--- config.mk ---
export PLATFORM = sky130hd
export DESIGN_NAME = mode_transition_controller
export DESIGN_NICKNAME = d
export VERILOG_FILES = /design/src/rtl/mode_transition_controller.sv
export SDC_FILE = /design/constraint.sdc
export NUM_CORES = 1
export LEC_CHECK = 0
export ABC_CLOCK_PERIOD_IN_PS = 2300
export CORE_MARGIN = 5
export CORE_UTILIZATION = 33
export DETAILED_ROUTE_END_ITERATION = 6
export PLACE_DENSITY = 0.62
export SYNTH_ARGS = -nofsm -noshare
export SYNTH_HDL_FRONTEND = slang
export SYNTH_SLANG_ARGS = --single-unit
--- constraint.sdc ---
create_clock -name clk -period 2.3 [get_ports clk]
set_clock_uncertainty 0.05 [all_clocks]
set_input_delay 0.46 -clock clk [delete_from_list [all_inputs] [get_ports clk]]
set_output_delay 0.46 -clock clk [all_outputs]
set_load 0.01 [all_outputs]
--- src/rtl/mode_transition_controller.sv ---
// Central mode register of the exhaust-hood controller.
// Arbitrates button requests, holds THIRD until the countdown controller asks
// to return, and enforces a cooldown before THIRD may be entered again.
module mode_transition_controller #(
   parameter int unsigned COOLDOWN_CYCLES = 100_000_000,
   parameter int unsigned CNT_WIDTH       = 27,
   localparam int unsigned MODE_WIDTH     = 2
) (
   input  logic                  clk,
   input  logic                  rst,
   input  logic                  btn_stand,
   input  logic                  btn_first,
   input  logic                  btn_second,
   input  logic                  btn_third,
   input  logic                  third_return_req,
   output logic [MODE_WIDTH-1:0] current_mode,
   output logic                  mode_changed,
   output logic                  third_locked,
   output logic                  third_rejected
);

   localparam logic [MODE_WIDTH-1:0] STAND_MODE  = MODE_WIDTH'(0);
   localparam logic [MODE_WIDTH-1:0] FIRST_MODE  = MODE_WIDTH'(1);
   localparam logic [MODE_WIDTH-1:0] SECOND_MODE = MODE_WIDTH'(2);
   localparam logic [MODE_WIDTH-1:0] THIRD_MODE  = MODE_WIDTH'(3);

   localparam logic [CNT_WIDTH-1:0] COOLDOWN_LOAD = CNT_WIDTH'(COOLDOWN_CYCLES);
   localparam logic [CNT_WIDTH-1:0] CNT_ONE       = CNT_WIDTH'(1);

   logic [MODE_WIDTH-1:0] mode_next;
   logic                  reject_next;
   logic                  exit_third;
   logic [CNT_WIDTH-1:0]  cooldown_cnt;
   logic [CNT_WIDTH-1:0]  cnt_next;
   logic                  locked_next;
   // Set when the mode register changed on the previous edge; delays the pulse by one cycle.
   logic                  change_pending;

   // Next mode: THIRD exits only on return request; elsewhere buttons by priority.
   always_comb begin
      mode_next   = current_mode;
      reject_next = 1'b0;
      exit_third  = 1'b0;
      case (current_mode)
         THIRD_MODE: begin
            if (third_return_req) begin
               mode_next  = STAND_MODE;
               exit_third = 1'b1;
            end
         end
         STAND_MODE, FIRST_MODE, SECOND_MODE: begin
            if (btn_stand) begin
               mode_next = STAND_MODE;
            end else if (btn_third && !third_locked) begin
               mode_next = THIRD_MODE;
            end else begin
               // A locked-out THIRD request falls through to the lower buttons.
               reject_next = btn_third;
               if (btn_second) begin
                  mode_next = SECOND_MODE;
               end else if (btn_first) begin
                  mode_next = FIRST_MODE;
               end
            end
         end
         default: mode_next = STAND_MODE;
      endcase
   end

   // Cooldown: load on THIRD exit, then count down saturating at zero.
   always_comb begin
      cnt_next    = cooldown_cnt;
      locked_next = 1'b0;
      if (exit_third) begin
         cnt_next    = COOLDOWN_LOAD;
         locked_next = (COOLDOWN_LOAD != '0);
      end else if (cooldown_cnt != '0) begin
         cnt_next    = cooldown_cnt - CNT_ONE;
         // Lock drops in the same update that brings the counter to zero.
         locked_next = (cooldown_cnt != CNT_ONE);
      end
   end

   // State and registered outputs.
   always_ff @(posedge clk or posedge rst) begin
      if (rst) begin
         current_mode   <= STAND_MODE;
         change_pending <= 1'b0;
         mode_changed   <= 1'b0;
         third_locked   <= 1'b0;
         third_rejected <= 1'b0;
         cooldown_cnt   <= '0;
      end else begin
         current_mode   <= mode_next;
         change_pending <= (mode_next != current_mode);
         mode_changed   <= change_pending;
         third_locked   <= locked_next;
         third_rejected <= reject_next;
         cooldown_cnt   <= cnt_next;
      end
   end

endmodule

Yosys cells after proc, flatten, opt, wreduce, memory -nomap -nowiden
Cells that the tools add are included.
Word-level totals
  output and inout port bits: 5
  word-level logic and storage cells: 33
  latch bits: 0
  input bits: 7
  register bits after elaboration: 33
  memory bits (writable): 0
  memories: 0
  bits in read-only memories: 0
Operators by class
  eq/ne operators: 5
  div/mod/pow operators: 0
  shift-type cells: 0
  multiplexer cells: 15
  reduce and logical (&&, ||, !) cells: 6
  add/sub/neg operators: 1
  magnitude comparators: 0
  bitwise gates (word level): 0
  multiply operators: 0
Operators by type and width (count)
  27-bit 2-to-1 mux: 2
  27-bit by 1-bit inequality test with 1-bit output (second input constant): 1
  27-bit nonzero test: 1
  27-bit by 1-bit subtractor with 27-bit output (second input constant): 1
  2-bit 2-to-1 mux: 5
  1-bit 2-to-1 mux: 7
  2-bit equality test (second input constant): 2
  2-bit one-hot mux with 2 select lines: 1
  3-bit OR reduction: 1
  2-bit by 1-bit equality test with 1-bit output (second input constant): 1
  2-bit logical NOT: 1
  2-bit inequality test: 1
  2-bit nonzero test: 1
  1-bit logical AND: 1
  1-bit logical NOT: 1

Depth between registers and ports, before layout
Gate-level depths: netlist of the first run.
  word-level depth: 6
  mapped depth: 8
  mapped depth without buffers: 7

Least setup slack after synthesis of the first run
OpenSTA, ideal clock, no wires.
  path type: reg2reg
  from: register cooldown_cnt[5]
  to: register cooldown_cnt[21]
  data required time: 2.093 ns
  period minus slack after synthesis: 2.371 ns
  setup time: 0.157 ns
  buffers on the path: 0
  arrival: 2.164 ns
  path slack: -0.071 ns
  stages on the path, launching flop included: 6
  cells stage by stage: dfrtp_1 or4_4 or3_4 or4_4 o41ai_1 o311ai_0
Between the ends
  word-level cells in the longest chain between the ends: 3
  elaborated cells on any way between the ends: 5
  those cells by class: add/sub: 1; mux: 2; reduce/logical: 2
RTL lines
  start: declaration: line 33  | logic [CNT_WIDTH-1:0] cooldown_cnt;
  start signal: assignment: line 99  | cooldown_cnt <= cnt_next;
  27-bit by 1-bit subtractor with 27-bit output: line 78  | cnt_next = cooldown_cnt - CNT_ONE;
  27-bit 2-to-1 mux: line 77  | end else if (cooldown_cnt != '0) begin
  27-bit 2-to-1 mux: line 74  | if (exit_third) begin
Several ways; a longest one is shown, not always the timed one. The select of a mux whose other input is x is not followed.
A chain may end at the register's enable or synchronous reset.

Final worst setup path of the first run
  from: register cooldown_cnt[7]
  to: register cooldown_cnt[17]
Same word-level chain as after synthesis.

==> results_dict.tcl, run 1 <==
set metrics [dict create \
    drv_cap 0 \
    path_max_fanout 6 \
    final-setup-viol-count 4 \
    placement.cell_area_um2 2130 \
    worst_pin_slew_ns 0.414 \
    power.total_mw 2.02 \
    crit_path_start_kind "flip-flop" \
    first_global_vias 1454 \
    synth_edf_count 0 \
    layout_commonest_cell "dfrtp_1" \
    yosys_warnings 0 \
    netlist_instances 183 \
    drtIter0Drc 69 \
    p_leak_nw 0.891 \
    netlist_area_um2 1750 \
    drc_errors 0 \
    cts_buffer_depth 2 \
    rows 26 \
    diodes 0 \
    timing.fmax_mhz 418 \
    grt.met1_usage 0.172 \
    die_h_um 82.9 \
    cts_root_buf "clkbuf_8" \
    core_area_um2 5140 \
    synthFlopType "dfrtp_1" \
    ys_seq_area_frac 0.471 \
    synth-async-reset-ratio 1.00 \
    fp.dieArea_um2 6860 \
    failed_checks "setup timing" \
    postLayoutCellArea_um2 2330 \
    run_status "complete, but fails checks" \
    period_needed_ns 2.39 \
    start_util 0.341 \
    antenna_found_initial 0 \
    setup_ws_ns -0.0915 \
    clk_latency_ns 0.28 \
    h-tree-depth 2 \
    drive_above_1_share 0.270 \
    cpPeakStageDelay_ns 0.53 \
    arrival_ns 2.56 \
    path_common_cell "or4_4" \
    hold_class "flip-flop to flip-flop" \
    syn_nets 192 \
    top_usage_layer "met2" \
    cts_buffers 5 \
    via_count 1506 \
    port_buffers 11 \
    cp_num_buf_inv 0 \
    io_pins 12 \
    synth_cell_types 37 \
    worst_ep_required_time_ns 2.47 \
    max-vdd-ir-drop_mv 0.348 \
    hold_viol_final 0 \
    drt_wl_total_mm 4.13 \
    detail_route.wl_per_cell_um 14.0 \
    mostFrequentLayoutCells "dfrtp_1, buf_4, nor2_1" \
    die_width_um 82.9 \
    grt_max_degree 34 \
    drtAntennaViolNets 0 \
    worst-setup-path-type "flip-flop to flip-flop" \
    clkTransAtPathRegs_ns 0.07 \
    nets 234 \
    rsz0062_at_grt "true" \
    critical_path.top_delay_family "simple AND/OR/NAND/NOR gates" \
    slowest_stage "or4_4" \
    grt_use_met2 0.203 \
    firstDrtPassIters 4 \
    cts_tree "built" \
    period_share 1.04 \
    cts.sink_count 33 \
    postSynthAreaPerCell_um2 9.57 \
    grt_overflow 0 \
    grt_util_all_layers 0.130 \
    crit_chain "or4_4, or3_4, or4_4, or3_1, a21oi_2" \
    critPathCaptureType "flip-flop" \
    place_hpwl_mm 2.92 \
    synth_seq_cells 33 \
    vias_per_cell 5.09 \
    met3_usage 0.0327 \
    power_density_nw_per_um2 866 \
    slew_headroom 0.722 \
    grt_pass1_wl_mm 7.26 \
    syn_to_final_growth_pct 33.1 \
    slew_violations 0 \
    gp_congestion 0.787 \
]
-- metal layers --
metal  vias to the layer above  wire length [um]  part of all wire
met5                         -                 0                 0
met4                         0                75             0.018
met3                         6               104             0.025
met2                        19              2020              0.49
met1                       721              1930              0.47
li1                        760                 -                 -
-- report_power, final --
group	switching (mW)	internal, mW
registers	0.109	0.711
logic	0.338	0.386
clock network	0.203	0.270
total	0.650	1.37
-- sequential cells by signal (all words and copies together), names as in the netlist --
name and flops:
cooldown_cnt 27, third_rejected 1, change_pending 1, current_mode 2, mode_changed 1, third_locked 1
-- worst reg2reg max path, delay by kind of cell, from the launching register on --
kind            cells  cell delay, ns
flops               1            0.38
compound gates      1            0.12
simple gates        4            1.78
-- synthesized netlist by cell type, drive strengths merged (2+ instances only) --
cell	number	share of area
dfrtp	33	0.47
nor2	17	0.036
nand2	15	0.032
or3	12	0.048
nor4	10	0.036
xor2	10	0.050
o21ai	9	0.026
or4	9	0.047
a21oi	7	0.020
nand3	7	0.020
clkbuf	6	0.013
o211ai	6	0.026
inv	5	0.011
nor3	4	0.011
o41ai	4	0.020
mux2i	3	0.017
o31ai	3	0.013
xnor2	3	0.015
and3	2	0.0071
ha	2	0.014
nand2b	2	0.0071
o21bai	2	0.0086
-- path summary, 6_finish.rpt --
kind	startpoint	end	slack, ns	cells after the start
hold / removal	change_pending$_DFF_PP0_	mode_changed$_DFF_PP0_	0.30	0
setup reg to reg	cooldown_cnt[7]$_DFFE_PP0P_	cooldown_cnt[17]$_DFFE_PP0P_	-0.09	5
setup / recovery	cooldown_cnt[7]$_DFFE_PP0P_	cooldown_cnt[17]$_DFFE_PP0P_	-0.09	5
max in group asynchronous	rst	cooldown_cnt[2]$_DFFE_PP0P_	1.38	3
min in group asynchronous	rst	mode_changed$_DFF_PP0_	0.52	3
hold reg to reg	change_pending$_DFF_PP0_	mode_changed$_DFF_PP0_	0.30	0
-- logic make-up after synthesis --
group / after synthesis / synth area share
AOI/OAI and AO/OA: 37 / 0.141
buffers and inverters: 12 / 0.0264
and+or+nand+nor: 83 / 0.264
DFF: 33 / 0.471
adders and majority gates: 2 / 0.0143
xor gates and xnor gates: 13 / 0.0650
muxes: 3 / 0.0171
-- per-stage QoR --
stage / hold WS, ns / setup TNS (ns) / utilization / setup WS, ns / std cells
final: 0.304 / -0.238 / 0.454 / -0.0915 / 296
after floorplan: 0.281 / -0.0785 / - / -0.0341 / 183
after global routing: 0.321 / -0.708 / 0.454 / -0.177 / 296
after global placement: 0.288 / -0.144 / 0.415 / -0.0570 / 283
after CTS: 0.308 / -0.246 / 0.437 / -0.0894 / 292
after detailed placement: 0.292 / -0.229 / 0.415 / -0.0864 / 283
-- cell type report --
type	instances	area, um^2
flip-flops and latches	33	826
multi-input cells	138	955
fillers	508	2810
clock inverters	1	5.00
inverters	5	18.8
well taps	70	87.6
clock buffers	7	96.3
repair buffers	42	343
-- what timing repair did --
action                     in CTS  in global routing
hold buffers                    0                  0
pin swaps                       1                  1
gates resized for setup         2                 12
setup endpoints to repair       5                 10
buffers inserted                1                  4
cloned                          0                  0
No activity file was read; power rests on OpenSTA's default activity.
==> run 2, diff against run 1 <==
--- a/config.mk
+++ b/config.mk
@@ -6,7 +6,6 @@
 export NUM_CORES = 1
 export LEC_CHECK = 0
 export ABC_CLOCK_PERIOD_IN_PS = 2300
-export CORE_MARGIN = 5
 export CORE_UTILIZATION = 33
 export DETAILED_ROUTE_END_ITERATION = 6
 export PLACE_DENSITY = 0.62
==> results_dict.tcl, run 2 (synthesis results as in run 1) <==
set metrics [dict create \
    drtAntennaViolNets 0 \
    run_status "complete, but fails checks" \
    gp_congestion 0.734 \
    start_util 0.343 \
    final-setup-viol-count 4 \
    io_pins 12 \
    grt_overflow 0 \
    cts_tree "built" \
    clk_latency_ns 0.29 \
    cpPeakStageDelay_ns 0.53 \
    worst_pin_slew_ns 0.435 \
    clkTransAtPathRegs_ns 0.07 \
    p_comb_frac 0.327 \
    layout_commonest_cell "dfrtp_1" \
    antenna_found_initial 0 \
    cts_root_buf "clkbuf_8" \
    drt_wl_total_mm 3.98 \
    worstReg2RegStart "cooldown_cnt[5]$_DFFE_PP0P_" \
    worst_ep_required_time_ns 2.40 \
    rsz0062_at_grt "true" \
    grt_max_degree 34 \
    cts_setup_buffers 0 \
    r2r_slack_ns -0.12 \
    die_h_um 74.9 \
    drc_errors 0 \
    arrival_ns 2.51 \
    holdWs_ns 0.312 \
    period_needed_ns 2.42 \
    nets 230 \
    drv_cap 0 \
    grt_util_all_layers 0.157 \
    hold_viol_final 0 \
    largest_register_ffs 27 \
    placement.cell_area_um2 2140 \
    p_sw_mw 0.616 \
    power_density_nw_per_um2 829 \
    crit_chain "or4_4, or3_4, or4_4, o41ai_2, o311ai_1" \
    slew_violations 0 \
    period_share 1.05 \
    p_leak_nw 0.850 \
    r2r_cells 5 \
    via_count 1482 \
    drtIter0Drc 86 \
    diodes 0 \
    slew_headroom 0.707 \
    dpl_worst_slack_ns -0.114 \
    cts_buffer_depth 2 \
    die_width_um 74.9 \
    core_area_um2 5110 \
    place_hpwl_mm 2.89 \
    first_global_vias 1427 \
    syn_to_final_growth_pct 28.0 \
    regMostFlops "cooldown_cnt" \
    slowest_stage "or4_4" \
    mostFrequentLayoutCells "dfrtp_1, buf_4, nor2_1" \
    p_seq_frac 0.446 \
    port_buffers 11 \
    hold_class "flip-flop to flip-flop" \
    final_core_util 0.439 \
    timing.fmax_mhz 414 \
    critPathLaunch "cooldown_cnt[5]$_DFFE_PP0P_" \
    firstDrtPassIters 4 \
    rows 26 \
    grt_pass1_wl_mm 6.65 \
    cp-endpoint "cooldown_cnt[21]$_DFFE_PP0P_" \
    vias_per_cell 5.08 \
    failed_checks "setup timing" \
    worst-setup-path-type "flip-flop to flip-flop" \
    detail_route.wl_per_cell_um 13.6 \
    crit_path_start_kind "flip-flop" \
    fp.dieArea_um2 5600 \
    swShare 0.331 \
    h-tree-depth 2 \
    power.internal_mw 1.24 \
    cts_buffers 5 \
    r2r_end "cooldown_cnt[21]$_DFFE_PP0P_" \
    p_clk_frac 0.227 \
    setup_ws_ns -0.116 \
    path_max_fanout 6 \
    drive_above_1_share 0.221 \
    critPathCaptureType "flip-flop" \
    path_common_cell "or4_4" \
    postLayoutCellArea_um2 2240 \
    cts.sink_count 33 \
    max-vdd-ir-drop_mv 0.304 \
    reg.largest.list "cooldown_cnt: 27 flops, current_mode: 2 flops" \
]
-- run 2: worst min-delay path by stage --
stage                                  start                     end  slack (ns)  cells after the start
floorplan           change_pending$_DFF_PP0_  mode_changed$_DFF_PP0_        0.28                      0
global placement    change_pending$_DFF_PP0_  mode_changed$_DFF_PP0_        0.29                      0
detailed placement  change_pending$_DFF_PP0_  mode_changed$_DFF_PP0_        0.30                      0
CTS                 change_pending$_DFF_PP0_  mode_changed$_DFF_PP0_        0.32                      0
global route        change_pending$_DFF_PP0_  mode_changed$_DFF_PP0_        0.32                      0
finish              change_pending$_DFF_PP0_  mode_changed$_DFF_PP0_        0.31                      0
-- run 2: final cells by class --
cell class / instances / area, um^2
fill: 503 / 2870
multi-input combinational: 138 / 915
sequential: 33 / 826
timing repair buffer: 38 / 313
tap: 70 / 87.6
clock buffer: 6 / 72.6
inverter: 5 / 18.8
clock inverter: 2 / 10.0
-- run 2: critical path, delay by kind of cell, from the launching register on --
family           cells  cell delay, ns
AND/OR/NAND/NOR      3            1.39
AO/OA/AOI/OAI        2            0.45
flip-flops           1            0.38
-- run 2: repair_timing --
item / in CTS / in global routing
resized for setup: 0 / 4
hold buffers: 0 / 0
setup endpoints to repair: 4 / 7
pin swaps: 1 / 1
endpoints found under the hold margin: 0 / 0
-- run 2: per-stage QoR --
| step | setup TNS [ns] | instances | total power, mW |
|---|---|---|---|
| 2_1_floorplan | -0.0785 | 183 | 1.17 |
| 3_3_place_gp | -0.143 | 284 | 1.43 |
| 3_5_place_dp | -0.248 | 284 | 1.44 |
| 4_1_cts | -0.288 | 292 | 1.86 |
| 5_1_grt | -0.561 | 292 | 1.98 |
| 6_report | -0.278 | 292 | 1.86 |
-- run 2: power by group through the flow --
stage	clock (mW)	combinational, mW	sequential, mW
after floorplan	0	0.317	0.851
after global placement	0	0.593	0.833
after detailed placement	0	0.600	0.839
after CTS	0.432	0.603	0.829
after global routing	0.451	0.680	0.846
final	0.422	0.608	0.829
-- run 2: metal layers --
| layer | up-vias | routed length [um] | GRT usage |
|---|---|---|---|
| met4 | 0 | 33 | 0.0629 |
| met5 | - | 0 | 0 |
| li1 | 752 | - | - |
| met1 | 692 | 1900 | 0.207 |
| met2 | 34 | 1890 | 0.254 |
| met3 | 4 | 158 | 0.0321 |
